File: src/rtl/aes_pkg.sv
// rtl/aes_pkg.sv - shared types and constants for the sequential MixColumns block
package aes_pkg;

  localparam int         COL_W        = 32;
  localparam int         NUM_COLS     = 4;
  localparam logic [7:0] AES_POLY_LOW = 8'h1B;

  typedef enum logic [1:0] {
    IDLE = 2'd0,
    CALC = 2'd1,
    DONE = 2'd2
  } state_e;

endpackage

File: src/rtl/aes_mixcol_column.sv
// rtl/aes_mixcol_column.sv - combinational one-column MixColumns; inverse under AES_INV_MIXCOL_EN
module aes_mixcol_column
  import aes_pkg::*;
(
  input  logic [COL_W-1:0] col_i,
`ifdef AES_INV_MIXCOL_EN
  input  logic             inv_i,
`endif
  output logic [COL_W-1:0] col_o
);

  logic [7:0] a  [NUM_COLS];
  logic [7:0] x2 [NUM_COLS];
  logic [7:0] fwd[NUM_COLS];

  for (genvar r = 0; r < NUM_COLS; r++) begin : g_row
    localparam int R1 = (r + 1) % NUM_COLS;
    localparam int R2 = (r + 2) % NUM_COLS;
    localparam int R3 = (r + 3) % NUM_COLS;

    assign a[r] = col_i[COL_W-1-8*r -: 8];

    aes_xtime u_x2 (.a_i(a[r]), .y_o(x2[r]));

    // 2*a[r] ^ 3*a[r+1] ^ a[r+2] ^ a[r+3]
    assign fwd[r] = x2[r] ^ x2[R1] ^ a[R1] ^ a[R2] ^ a[R3];
  end

`ifdef AES_INV_MIXCOL_EN
  logic [7:0] x4 [NUM_COLS];
  logic [7:0] x8 [NUM_COLS];
  logic [7:0] inv[NUM_COLS];

  for (genvar r = 0; r < NUM_COLS; r++) begin : g_inv
    localparam int R1 = (r + 1) % NUM_COLS;
    localparam int R2 = (r + 2) % NUM_COLS;
    localparam int R3 = (r + 3) % NUM_COLS;

    aes_xtime u_x4 (.a_i(x2[r]), .y_o(x4[r]));
    aes_xtime u_x8 (.a_i(x4[r]), .y_o(x8[r]));

    // 0e*a[r] ^ 0b*a[r+1] ^ 0d*a[r+2] ^ 09*a[r+3]
    assign inv[r] = (x8[r]  ^ x4[r]  ^ x2[r])
                  ^ (x8[R1] ^ x2[R1] ^ a[R1])
                  ^ (x8[R2] ^ x4[R2] ^ a[R2])
                  ^ (x8[R3] ^ a[R3]);

    assign col_o[COL_W-1-8*r -: 8] = inv_i ? inv[r] : fwd[r];
  end
`else
  for (genvar r = 0; r < NUM_COLS; r++) begin : g_out
    assign col_o[COL_W-1-8*r -: 8] = fwd[r];
  end
`endif

endmodule

File: src/rtl/aes_xtime.sv
// rtl/aes_xtime.sv - GF(2^8) multiply-by-two modulo x^8+x^4+x^3+x+1
module aes_xtime
  import aes_pkg::*;
(
  input  logic [7:0] a_i,
  output logic [7:0] y_o
);

  assign y_o = {a_i[6:0], 1'b0} ^ (a_i[7] ? AES_POLY_LOW : 8'h00);

endmodule

File: src/rtl/aes_mixcol_seq.sv
// rtl/aes_mixcol_seq.sv - sequential MixColumns, NUM_COL_UNITS columns/cycle; AES_INV_MIXCOL_EN adds in_inv
module aes_mixcol_seq
  import aes_pkg::*;
#(
  parameter int NUM_COL_UNITS = 1
) (
  input  logic                      clk,
  input  logic                      rst,
  input  logic                      in_valid,
  output logic                      in_ready,
  input  logic [NUM_COLS*COL_W-1:0] in_state,
`ifdef AES_INV_MIXCOL_EN
  input  logic                      in_inv,
`endif
  output logic                      out_valid,
  input  logic                      out_ready,
  output logic [NUM_COLS*COL_W-1:0] out_state,
  output logic                      busy
);

  localparam logic [1:0] COL_STEP  = 2'(NUM_COL_UNITS);
  localparam logic [1:0] LAST_BASE = 2'(NUM_COLS - NUM_COL_UNITS);

  state_e                      fsm_q;
  logic [1:0]                  col_q;
  logic [NUM_COLS*COL_W-1:0]   work_q;
  logic [NUM_COLS*COL_W-1:0]   work_d;
  logic                        in_ready_q;
  logic                        out_valid_q;
  logic                        busy_q;
`ifdef AES_INV_MIXCOL_EN
  logic                        inv_q;
`endif

  logic [COL_W-1:0] cols     [NUM_COLS];
  logic [COL_W-1:0] cols_d   [NUM_COLS];
  logic [COL_W-1:0] unit_in  [NUM_COL_UNITS];
  logic [COL_W-1:0] unit_out [NUM_COL_UNITS];

  for (genvar c = 0; c < NUM_COLS; c++) begin : g_cols
    assign cols[c]                          = work_q[NUM_COLS*COL_W-1-COL_W*c -: COL_W];
    assign work_d[NUM_COLS*COL_W-1-COL_W*c -: COL_W] = cols_d[c];
  end

  // Units always work on the aligned group starting at col_q
  for (genvar u = 0; u < NUM_COL_UNITS; u++) begin : g_unit
    assign unit_in[u] = cols[col_q + 2'(u)];

    aes_mixcol_column u_col (
      .col_i (unit_in[u]),
`ifdef AES_INV_MIXCOL_EN
      .inv_i (inv_q),
`endif
      .col_o (unit_out[u])
    );
  end

  always_comb begin
    cols_d = cols;
    for (int u = 0; u < NUM_COL_UNITS; u++) begin
      cols_d[col_q + 2'(u)] = unit_out[u];
    end
  end

  always_ff @(posedge clk or posedge rst) begin
    if (rst) begin
      fsm_q       <= IDLE;
      col_q       <= 2'd0;
      work_q      <= '0;
      in_ready_q  <= 1'b1;
      out_valid_q <= 1'b0;
      busy_q      <= 1'b0;
`ifdef AES_INV_MIXCOL_EN
      inv_q       <= 1'b0;
`endif
    end else begin
      case (fsm_q)
        IDLE: begin
          if (in_valid && in_ready_q) begin
            work_q     <= in_state;
            col_q      <= 2'd0;
`ifdef AES_INV_MIXCOL_EN
            inv_q      <= in_inv;
`endif
            fsm_q      <= CALC;
            in_ready_q <= 1'b0;
            busy_q     <= 1'b1;
          end
        end
        CALC: begin
          work_q <= work_d;
          col_q  <= col_q + COL_STEP;
          if (col_q == LAST_BASE) begin
            fsm_q       <= DONE;
            out_valid_q <= 1'b1;
          end
        end
        DONE: begin
          if (out_ready) begin
            fsm_q       <= IDLE;
            out_valid_q <= 1'b0;
            in_ready_q  <= 1'b1;
            busy_q      <= 1'b0;
          end
        end
        default: begin
          fsm_q       <= IDLE;
          col_q       <= 2'd0;
          in_ready_q  <= 1'b1;
          out_valid_q <= 1'b0;
          busy_q      <= 1'b0;
        end
      endcase
    end
  end

  assign in_ready  = in_ready_q;
  assign out_valid = out_valid_q;
  assign busy      = busy_q;
  assign out_state = work_q;

endmodule

File: config.mk
export PLATFORM = sky130hd
export DESIGN_NAME = aes_mixcol_seq
export DESIGN_NICKNAME = d
export VERILOG_FILES = /design/src/rtl/aes_pkg.sv /design/src/rtl/aes_mixcol_column.sv /design/src/rtl/aes_xtime.sv /design/src/rtl/aes_mixcol_seq.sv
export SDC_FILE = /design/constraint.sdc
export NUM_CORES = 1
export LEC_CHECK = 0
export BUFFER_PORTS_ARGS = -buffer_cell sky130_fd_sc_hd__buf_4
export CORE_ASPECT_RATIO = 1.5
export CORE_MARGIN = 3
export CORE_UTILIZATION = 35
export DETAILED_ROUTE_END_ITERATION = 10
export PLACE_DENSITY = 0.61
export REMOVE_ABC_BUFFERS = 1
export SKIP_LAST_GASP = 1
export SLEW_MARGIN = 20
export SYNTH_ARGS = -nofsm -noshare
export SYNTH_HDL_FRONTEND = slang
export SYNTH_SLANG_ARGS = --single-unit
export TNS_END_PERCENT = 20
File: constraint.sdc
create_clock -name clk -period 9.5 [get_ports clk]
set_input_delay 1.9 -clock clk [delete_from_list [all_inputs] [get_ports clk]]
set_output_delay 1.9 -clock clk [all_outputs]
set_load 0.05 [all_outputs]
==> results.md, run 1 <==
- Final Skew: 0.0133 ns
- Synth Cell Area: 8300 um^2
- Status: completed
- Destination of the worst hold path: out_valid
- Min Tclk post-route: 3.88 ns
- Gr ovfl total: 0
- Syn Inst Count: 743
- Clock Sinks: 135
- Area share of the largest cell type after synthesis: 40.4%
- DRT iter0 DRCs: 539
- Nets: 1106
- Cell taking the most area after synthesis: dfrtp_1
- CP required: 9.83 ns
- Root buf cell: clkbuf_16
- Ys Warns: 0
- Post-cts hold buffer count: 0
- CP Max Fanout: 89
- Pre-CTS setup slack: 5.24 ns
- Worst Path Buf+Inv: 3
- CTS max path bufs: 2
- Clk slew on worst S/H paths: 0.06 ns
- DR WL/cell: 24.1 um
- Avg Cell Area, Syn: 11.2 um^2
- Cell Rows: 68
- IO Pins: 263
- Actual slew at the worst max-slew pin: 1.14 ns
- CTS tree: yes
- Non-Filler Instances: 1298
- Core region area: 23100 um^2
- Largest net degree at the start of global routing: 97
- Vias in the first global route: 7817
- Initial antenna violation count: 2
- DIE HEIGHT: 195 um
- Setup TNS Final: 0 ns
- Worst Hold Class: reg -> reg
- Largest stage delay, worst path: 0.72 ns
- Port Buf Inserts: 262
- CP Capture Type: flip-flop
- GPL Wtd Cong: 0.860
- Sequential-to-total area share from yosys stat: 40.7%
- Post_cts resized: 0
- Die footprint: 25600 um^2
- Crit-path slowest cell: buf_4
- Die width: 132 um
- Arrival time worst endpoint: 4.21 ns
- Kind of critical path: in -> reg
- Dpl cells: 1266
- Initial core utilization: 35.9%
- Final WL: 31.3 mm
- Critical-path cell list: buf_4 -> nand3b_1 -> buf_4 -> a21o_1 -> buf_4 -> a21oi_1 -> o22ai_1
- Cells on worst reg2reg path: 5
- Hold path cells: 2
- Final setup fails: 0
- FF-to-FF End: out_state[28]
- RSZ-0062 raised after global routing: false
- Fmax achieved: 258 MHz
- Synth Register Bits: 135
- Reg2Reg Setup Slack: 6.23 ns
- Post-CTS setup buffers: 0
- Max Cap Viol: 0
- Synth cell types: 31
- Beginning of the worst hold path: out_valid
- Cts bufs inserted: 17
- Tcrit/Tclk final: 40.8%
- All-Layer GR Usage: 24.1%
- Via count: 7483
- Clk_lat worst skew: 0.43 ns
- Final WS setup: 5.62 ns
- Max transition margin: 24.1%
- First-pass GRT wire length: 47.6 mm
- CP delay by family, top: buffers and inverters
- Share of cells above drive strength 1: 36.6%
- Largest cells by area after synthesis: dfrtp_1 (40%), mux4_2 (8.7%), xnor3_1 (8.7%), nor4b_1 (8.4%), a21oi_1 (8.1%)
- Detailed placement HPWL: 21.9 mm
- Reg2reg start: col_q[0]
- Layout area overhead: 33.0%
- H-tree levels: 4
- Nature of the critical path startpoint: primary input
- Most frequent CP cell: buf_4
- Final hold viol count: 0
- Vias per Instance: 5.77
- DRC errors left: 0
- Post-route ant nets: 0
- ANT cells: 0
- 1st-pass router iterations: 5
- Final max-slew violation count: 0
[metrics by stage]
step	instance area [um^2]	hold slack [ns]	utilization, %
floorplan	7970	0.678	-
detailed placement	10500	0.510	45.3
finish	11000	0.520	47.7
CTS	11000	0.527	47.7
global placement	10500	0.496	45.3
global route	11000	0.562	47.7
[routing by layer]
metal	share of wire, %	vias up	GRT usage (%)
met2	53	321	43.4
met1	38	3832	28.4
li1	-	3266	-
met4	2.7	4	9.26
met5	0.13	-	0
met3	6.0	60	4.61
[cell usage in the layout, fill, tap and decap left out, drive strengths merged]
cell	Yosys	layout
mux4	32	32
nor4b	80	80
a21oi	134	134
nand3b	2	2
clkbuf	62	18
o22a	1	1
inv	4	8
nand2b	3	3
dfstp	1	1
buf	9	279
xnor2	23	23
bufinv	0	1
o21ai	84	84
clkinvlp	0	4
ha	4	4
xor3	11	11
nor2b	2	2
xor2	8	8
xnor3	32	32
o22ai	49	49
dfrtp	134	134
a21o	4	4
nand2	12	12
clkinv	0	5
o21a	1	1
nor2	51	51
[cell type report]
cell class              count  area [um^2]
repair buffers            279         2090
fillers                  2225        12100
flip-flops and latches    135         3390
well taps                 315          394
multi-input cells         533         4580
inverters                   4         20.0
clock inverters            14          124
clock buffers              18          429
[registers in the layout, indices dropped and copies added (netlist names)]
name,flops
out_valid,1
col_q,2
out_state,128
fsm_q,2
busy,1
in_ready,1
[synthesized netlist by cell type, drive strengths merged]
master,count
a21oi,134
clkbuf,62
nand3b,2
buf,9
inv,4
xnor3,32
dfstp,1
xor3,11
o22a,1
dfrtp,134
nor4b,80
a21o,4
nor2b,2
mux4,32
nand2b,3
ha,4
xnor2,23
nand2,12
o21ai,84
nor2,51
xor2,8
o22ai,49
o21a,1
[worst max path at each step]
stage | from | end | cells past startpoint
finish | in_valid | out_state[52] | 7
global route | in_valid | out_state[9] | 7
CTS | in_valid | out_state[52] | 7
detailed placement | in_valid | out_state[52] | 7
global placement | in_valid | out_state[28] | 7
floorplan | rst | busy | 1
[logic make-up (layout without fill, tap and decap cells)]
group	Yosys count	after routing	share of synthesized area, %
flip-flops	135	135	40.7
AND/OR/NAND/NOR	150	150	11.9
AO/OA/AOI/OAI	273	273	17.4
adder cells (fa/ha/maj)	4	4	0.603
XOR/XNOR	74	74	16.6
multiplexers	32	32	8.69
buffers and inverters	75	315	4.09
[worst min-delay path, stage by stage, from the launching register on]
cell,delay [ns]
dfrtp_1,0.36
nand2_1,0.05
o21ai_1,0.06
Power of run 1 is left out: the tool's default activity adds up to more than one toggle a clock period on the data nets, which glitch-free logic cannot reach.
==> inputs of run 2 (changes only) <==
--- a/config.mk
+++ b/config.mk
@@ -5,12 +5,13 @@
 export SDC_FILE = /design/constraint.sdc
 export NUM_CORES = 1
 export LEC_CHECK = 0
+export ABC_AREA = 1
 export BUFFER_PORTS_ARGS = -buffer_cell sky130_fd_sc_hd__buf_4
 export CORE_ASPECT_RATIO = 1.5
 export CORE_MARGIN = 3
 export CORE_UTILIZATION = 35
 export DETAILED_ROUTE_END_ITERATION = 10
-export PLACE_DENSITY = 0.61
+export PLACE_DENSITY = 0.62
 export REMOVE_ABC_BUFFERS = 1
 export SKIP_LAST_GASP = 1
 export SLEW_MARGIN = 20
==> constraint.sdc (replaced) <==
create_clock -name clk -period 3.3 [get_ports clk]
set_input_delay 0.66 -clock clk [delete_from_list [all_inputs] [get_ports clk]]
set_output_delay 0.66 -clock clk [all_outputs]
set_load 0.05 [all_outputs]
==> results.md, run 2 <==
- Final setup fails: 0 (unchanged)
- Most frequent cells in the layout: nand2_1 (610), buf_4 (279), a21oi_1 (246)
- CP required: 3.62 ns (-6.21 ns)
- Final Skew: 0.0105 ns (-0.00273 ns)
- Sequential-to-total area share from yosys stat: 34.7% (-6.1 points)
- Via count: 11515 (+54%)
- Ys Warns: 0 (unchanged)
- Cts bufs inserted: 17 (unchanged)
- ANT cells: 0 (unchanged)
- CP Capture Type: flip-flop
- Nets: 1921 (+74%)
- Post-CTS setup buffers: 0 (unchanged)
- Async S/R FF share, synth: 100% (unchanged)
- Cell Rows: 74 (+8.8%)
- DRC errors left: 0 (unchanged)
- RSZ-0062 raised after global routing: false
- First-pass GRT wire length: 60.8 mm (+28%)
- Post-cts hold buffer count: 0 (unchanged)
- Clk slew on worst S/H paths: 0.06 ns (about the same)
- Kind of critical path: reg -> reg
- Largest net degree at the start of global routing: 82 (-15%)
- Synth Register Bits: 135 (unchanged)
- Worst Hold Class: in -> async
- Share of cells above drive strength 1: 21.0% (-16 points)
- CTS tree: yes
- Worst Path Buf+Inv: 3 (unchanged)
- Final max-slew violation count: 0 (unchanged)
- Gr ovfl total: 0 (unchanged)
- Actual slew at the worst max-slew pin: 1.11 ns (-0.0314 ns)
- Max Cap Viol: 0 (unchanged)
- All-Layer GR Usage: 25.8% (+1.7 points)
- Multi-input gate area: 5690 um^2 (+24%)
- Pre-CTS setup slack: 0.576 ns (-4.67 ns)
- Clock Sinks: 135 (unchanged)
- CP delay by family, top: buffers and inverters
- Cell with the most instances after synthesis: nand2_1
- IO Pins: 263 (unchanged)
- Final hold viol count: 0 (unchanged)
- GPL Wtd Cong: 0.872 (+1.4%)
- Vias in the first global route: 11504 (+47%)
- Initial core utilization: 35.7% (-0.15 points)
- Post_cts resized: 0 (unchanged)
- Synth cell types: 28 (-9.7%)
- 1st-pass router iterations: 5 (unchanged)
- Avg Cell Area, Syn: 6.24 um^2 (-44%)
- H-tree levels: 4 (unchanged)
- DRT iter0 DRCs: 748 (+39%)
- DIE HEIGHT: 210 um (+8.2%)
- Status: completed
- Core region area: 27300 um^2 (+18%)
- Fill count: 2888 (+30%)
- Die width: 142 um (+8.0%)
- Reg2reg start: col_q[0]
- Crit-path slowest cell: clkinv_1
- Ys flop type: dfrtp_1
- CP Max Fanout: 40 (-55%)
- Fmax achieved: 367 MHz
- Post-synth EDFFs: 0 (unchanged)
- Reg2Reg Setup Slack: 0.58 ns (-5.65 ns)
- Final WL: 39.4 mm (+26%)
- Nature of the critical path startpoint: flip-flop
- Largest cells by area after synthesis: dfrtp_1 (34%), nand2_1 (23%), a21oi_1 (13%), nand3_1 (11%), nor2_1 (4.7%)
- Largest stage delay, worst path: 0.84 ns (+0.12 ns)
- Cells on worst reg2reg path: 8 (+3)
- Critical path depth: 8 (+1)
- Clk_lat worst skew: 0.45 ns (+0.02 ns)
- Min Tclk post-route: 2.72 ns
- Area share of the largest cell type after synthesis: 34.4% (-6.0 points)
- Post-route ant nets: 0 (unchanged)
- Most frequent CP cell: clkinv_1
- Detailed placement HPWL: 27.9 mm (+27%)
- Max transition margin: 26.0% (+1.9 points)
- Final WS setup: 0.576 ns (-5.05 ns)
- Arrival time worst endpoint: 3.04 ns (-1.17 ns)
- Initial antenna violation count: 0 (-2)
- DR WL/cell: 18.4 um (-23%)
- FF-to-FF End: out_state[14]
- Tcrit/Tclk final: 82.6%
- Max reg flops: 128 (unchanged)
- Port Buf Inserts: 262 (unchanged)
- Dpl cells: 2108 (+67%)
- CTS max path bufs: 2 (unchanged)
- Layout area overhead: 27.8%
- Synth Cell Area: 9750 um^2 (+18%)
- Top cells by count, synth: nand2_1 (610), a21oi_1 (246), nand3_1 (224)
- Vias per Instance: 5.38 (-6.7%)
- Cell taking the most area after synthesis: dfrtp_1
- Syn Inst Count: 1564 (+110%)
- Critical-path cell list: buf_4 -> ha_1 -> nand2_1 -> clkinv_1 -> nor2_4 -> clkinv_1 -> nor2_1 -> a21oi_1
- Commonest non-fill, non-tap cell in the layout: nand2_1
- Die footprint: 29900 um^2 (+17%)
- Non-Filler Instances: 2140 (+65%)
- Root buf cell: clkbuf_16
- Register area: 3380 um^2 (-0.22%)
==> run 2: cell types whose count changed in the layout (fill, tap and decap cells not counted), sizes merged, moves of 73 or more <==
cell | previous run | this run
nand2 | 12 | 649
nand3 | 0 | 227
a21oi | 134 | 246
nor4b | 80 | 0
o21ai | 84 | 4
nor2 | 51 | 124
==> run 2: cell families after synthesis <==
group / after synthesis / synth area share, %
buf+inv: 153 / 7.35
compound gates: 261 / 13.7
fa+ha+maj: 4 / 0.513
flops: 135 / 34.7
xor+xnor: 6 / 0.731
simple gates: 1005 / 43.1
==> run 2: per-layer routing <==
layer | global-route usage (%) | part of all wire [%] | up-vias
met5 | 0 | 0 | -
met4 | 12.1 | 4.2 | 0
met1 | 29.2 | 38 | 5449
li1 | - | - | 5539
met2 | 47.1 | 52 | 425
met3 | 4.04 | 5.9 | 102
==> run 2: layout make-up <==
| class | instances | share of cell area, % |
|---|---|---|
| Multi-Input combinational cell | 1276 | 45.6 |
| Sequential cell | 135 | 27.1 |
| Timing Repair Buffer | 281 | 17.1 |
| Clock buffer | 23 | 3.92 |
| Tap cell | 342 | 3.43 |
| Inverter | 74 | 2.35 |
| Clock inverter | 9 | 0.402 |
==> run 2: worst max-delay path by stage <==
stage	from	end	slack, ns
floorplan	col_q[0]	out_state[33]	-2.01
global placement	in_valid	out_state[39]	0.61
detailed placement	col_q[0]	out_state[22]	0.58
CTS	col_q[0]	out_state[28]	0.55
global route	col_q[0]	out_state[25]	0.33
finish	col_q[0]	out_state[14]	0.58
==> run 2: stage by stage <==
| step | setup TNS [ns] | utilization (%) | hold slack [ns] | cell area [um^2] |
|---|---|---|---|---|
| global route | 0 | 45.6 | 0.266 | 12500 |
| CTS | 0 | 45.6 | 0.232 | 12500 |
| detailed placement | 0 | 43.7 | 0.495 | 11900 |
| global placement | 0 | 43.7 | 0.482 | 11900 |
| floorplan | -346.98 | - | 0.524 | 9320 |
| finish | 0 | 45.6 | 0.237 | 12500 |
Power of run 2 is left out for the same reason.
==> inputs of run 3 (changes only) <==
==> constraint.sdc (replaced) <==
create_clock -name clk -period 2.4 [get_ports clk]
set_input_delay 0.48 -clock clk [delete_from_list [all_inputs] [get_ports clk]]
set_output_delay 0.48 -clock clk [all_outputs]
set_load 0.05 [all_outputs]
==> results.md, run 3 (synthesis results as in run 2) <==
- H-tree levels: 4 (unchanged)
- Commonest non-fill, non-tap cell in the layout: nand2_1
- Final max-slew violation count: 0 (unchanged)
- Final setup fails: 0 (unchanged)
- Tcrit/Tclk final: 90.8% (+8.2 points)
- Vias per Instance: 5.35 (-0.65%)
- Crit-path slowest cell: dfrtp_4
- Post-cts hold buffer count: 0 (unchanged)
- Final Cell Area: 12700 um^2 (+2.3%)
- Min Tclk post-route: 2.18 ns (-0.545 ns)
- First-pass GRT wire length: 61.2 mm (+0.63%)
- Detailed placement HPWL: 29.2 mm (+4.7%)
- Most frequent cells in the layout: nand2_1 (610), buf_4 (287), a21oi_1 (246)
- Max transition margin: 62.5% (+36 points)
- Root buf cell: clkbuf_16
- Final WL: 39.7 mm (+0.69%)
- ANT cells: 0 (unchanged)
- Placement Cell Area: 12200 um^2 (+1.9%)
- Actual slew at the worst max-slew pin: 0.562 ns (-0.544 ns)
- Largest stage delay, worst path: 0.57 ns (-0.27 ns)
- CP Capture Type: flip-flop
- GPL Wtd Cong: 0.927 (+6.3%)
- Critical-path cell list: buf_12 -> nand2_1 -> nand2_1 -> nand2_1 -> nand2_2 -> nand2_1 -> nand2_1 -> nand2_1 -> nand2_1 -> inv_1 -> nand2_2 -> nand3_1 -> a21oi_1
- Largest net degree at the start of global routing: 82 (unchanged)
- Die width: 142 um (unchanged)
- Post-CTS setup buffers: 0 (unchanged)
- Nets: 1938 (+0.88%)
- Final hold viol count: 0 (unchanged)
- Nature of the critical path startpoint: flip-flop
- IO Pins: 263 (unchanged)
- Initial antenna violation count: 2 (+2)
- Initial core utilization: 35.7% (unchanged)
- CP required: 2.76 ns (-0.86 ns)
- DIE HEIGHT: 210 um (unchanged)
- CTS max path bufs: 2 (unchanged)
- Port Buf Inserts: 262 (unchanged)
- Cell Rows: 74 (unchanged)
- Via count: 11531 (+0.14%)
- DRC errors left: 0 (unchanged)
- Core region area: 27300 um^2 (unchanged)
- Worst Hold Class: in -> async
- Kind of critical path: reg -> reg
- Vias in the first global route: 11367 (-1.2%)
- Max Cap Viol: 0 (unchanged)
- Final Skew: 0.00894 ns (-0.00159 ns)
- DRT iter0 DRCs: 807 (+7.9%)
- Cts bufs inserted: 17 (unchanged)
- Fmax achieved: 459 MHz (+25%)
- CTS tree: yes
- Gr ovfl total: 0 (unchanged)
- DR WL/cell: 18.4 um (-0.10%)
- Share of cells above drive strength 1: 21.7% (+0.69 points)
- Layout area overhead: 30.7%
- 1st-pass router iterations: 7 (+2)
- Die footprint: 29900 um^2 (unchanged)
- Arrival time worst endpoint: 2.54 ns (-0.50 ns)
- RSZ-0062 raised after global routing: true
- Clk slew on worst S/H paths: 0.06 ns (about the same)
- All-Layer GR Usage: 26.1% (+0.29 points)
- Clk_lat worst skew: 0.44 ns (about the same)
- Clock Sinks: 135 (unchanged)
- CP Max Fanout: 44 (+10%)
- Post_cts resized: 0 (unchanged)
- Max reg flops: 128 (unchanged)
- Status: completed
- Post-route ant nets: 0 (unchanged)
- Most frequent CP cell: nand2_1
## run 3: final timing paths
kind	startpoint	endpoint	slack, ns	depth (start not counted)
worst max-delay path	col_q[0]	out_state[1]	0.22	13
worst min-delay path	rst	out_state[86]	0.11	2
worst max register to register	col_q[0]	out_state[1]	0.22	13
worst min register to register	busy	busy	0.48	2
max in group asynchronous	rst	out_state[52]	1.69	3
min in group clk	in_state[28]	out_state[28]	0.33	3
## run 3: critical path: cells and delay by family, from the launching register on
kind,cells,cell delay [ns]
simple gates,10,1.06
compound gates,1,0.14
flops,1,0.57
buf+inv,2,0.33
## run 3: stage by stage
step | hold WS, ns | setup TNS [ns] | worst slack, ns | cells | util [%]
global route | 0.143 | -0.0181 | -0.00635 | 2157 | 46.7
global placement | 0.469 | 0 | 0.236 | 2125 | 44.5
CTS | 0.124 | 0 | 0.159 | 2157 | 46.6
detailed placement | 0.472 | 0 | 0.192 | 2125 | 44.5
finish | 0.107 | 0 | 0.221 | 2157 | 46.7
floorplan | 0.524 | -561.40 | -2.91 | 1485 | -
## run 3: routing by layer
metal  vias up  global-route usage, %  part of all wire [%]  wire length (um)
met5         -                      0                 0.071                28
met1      5405                   30.1                    37             14800
met2       442                   47.6                    53             21000
met4         4                   11.0                   3.5              1380
met3       103                   4.04                   6.1              2440
li1       5577                      -                     -                 -
## run 3: layout make-up
type                    instances  area (um^2)
flip-flops and latches        135         3380
clock inverters                 8         70.1
clock buffers                  24          502
well taps                     342          428
multi-input cells            1276         5690
fillers                      2830        14600
repair buffers                298         2370
inverters                      74          310
Power of run 3 is left out for the same reason.
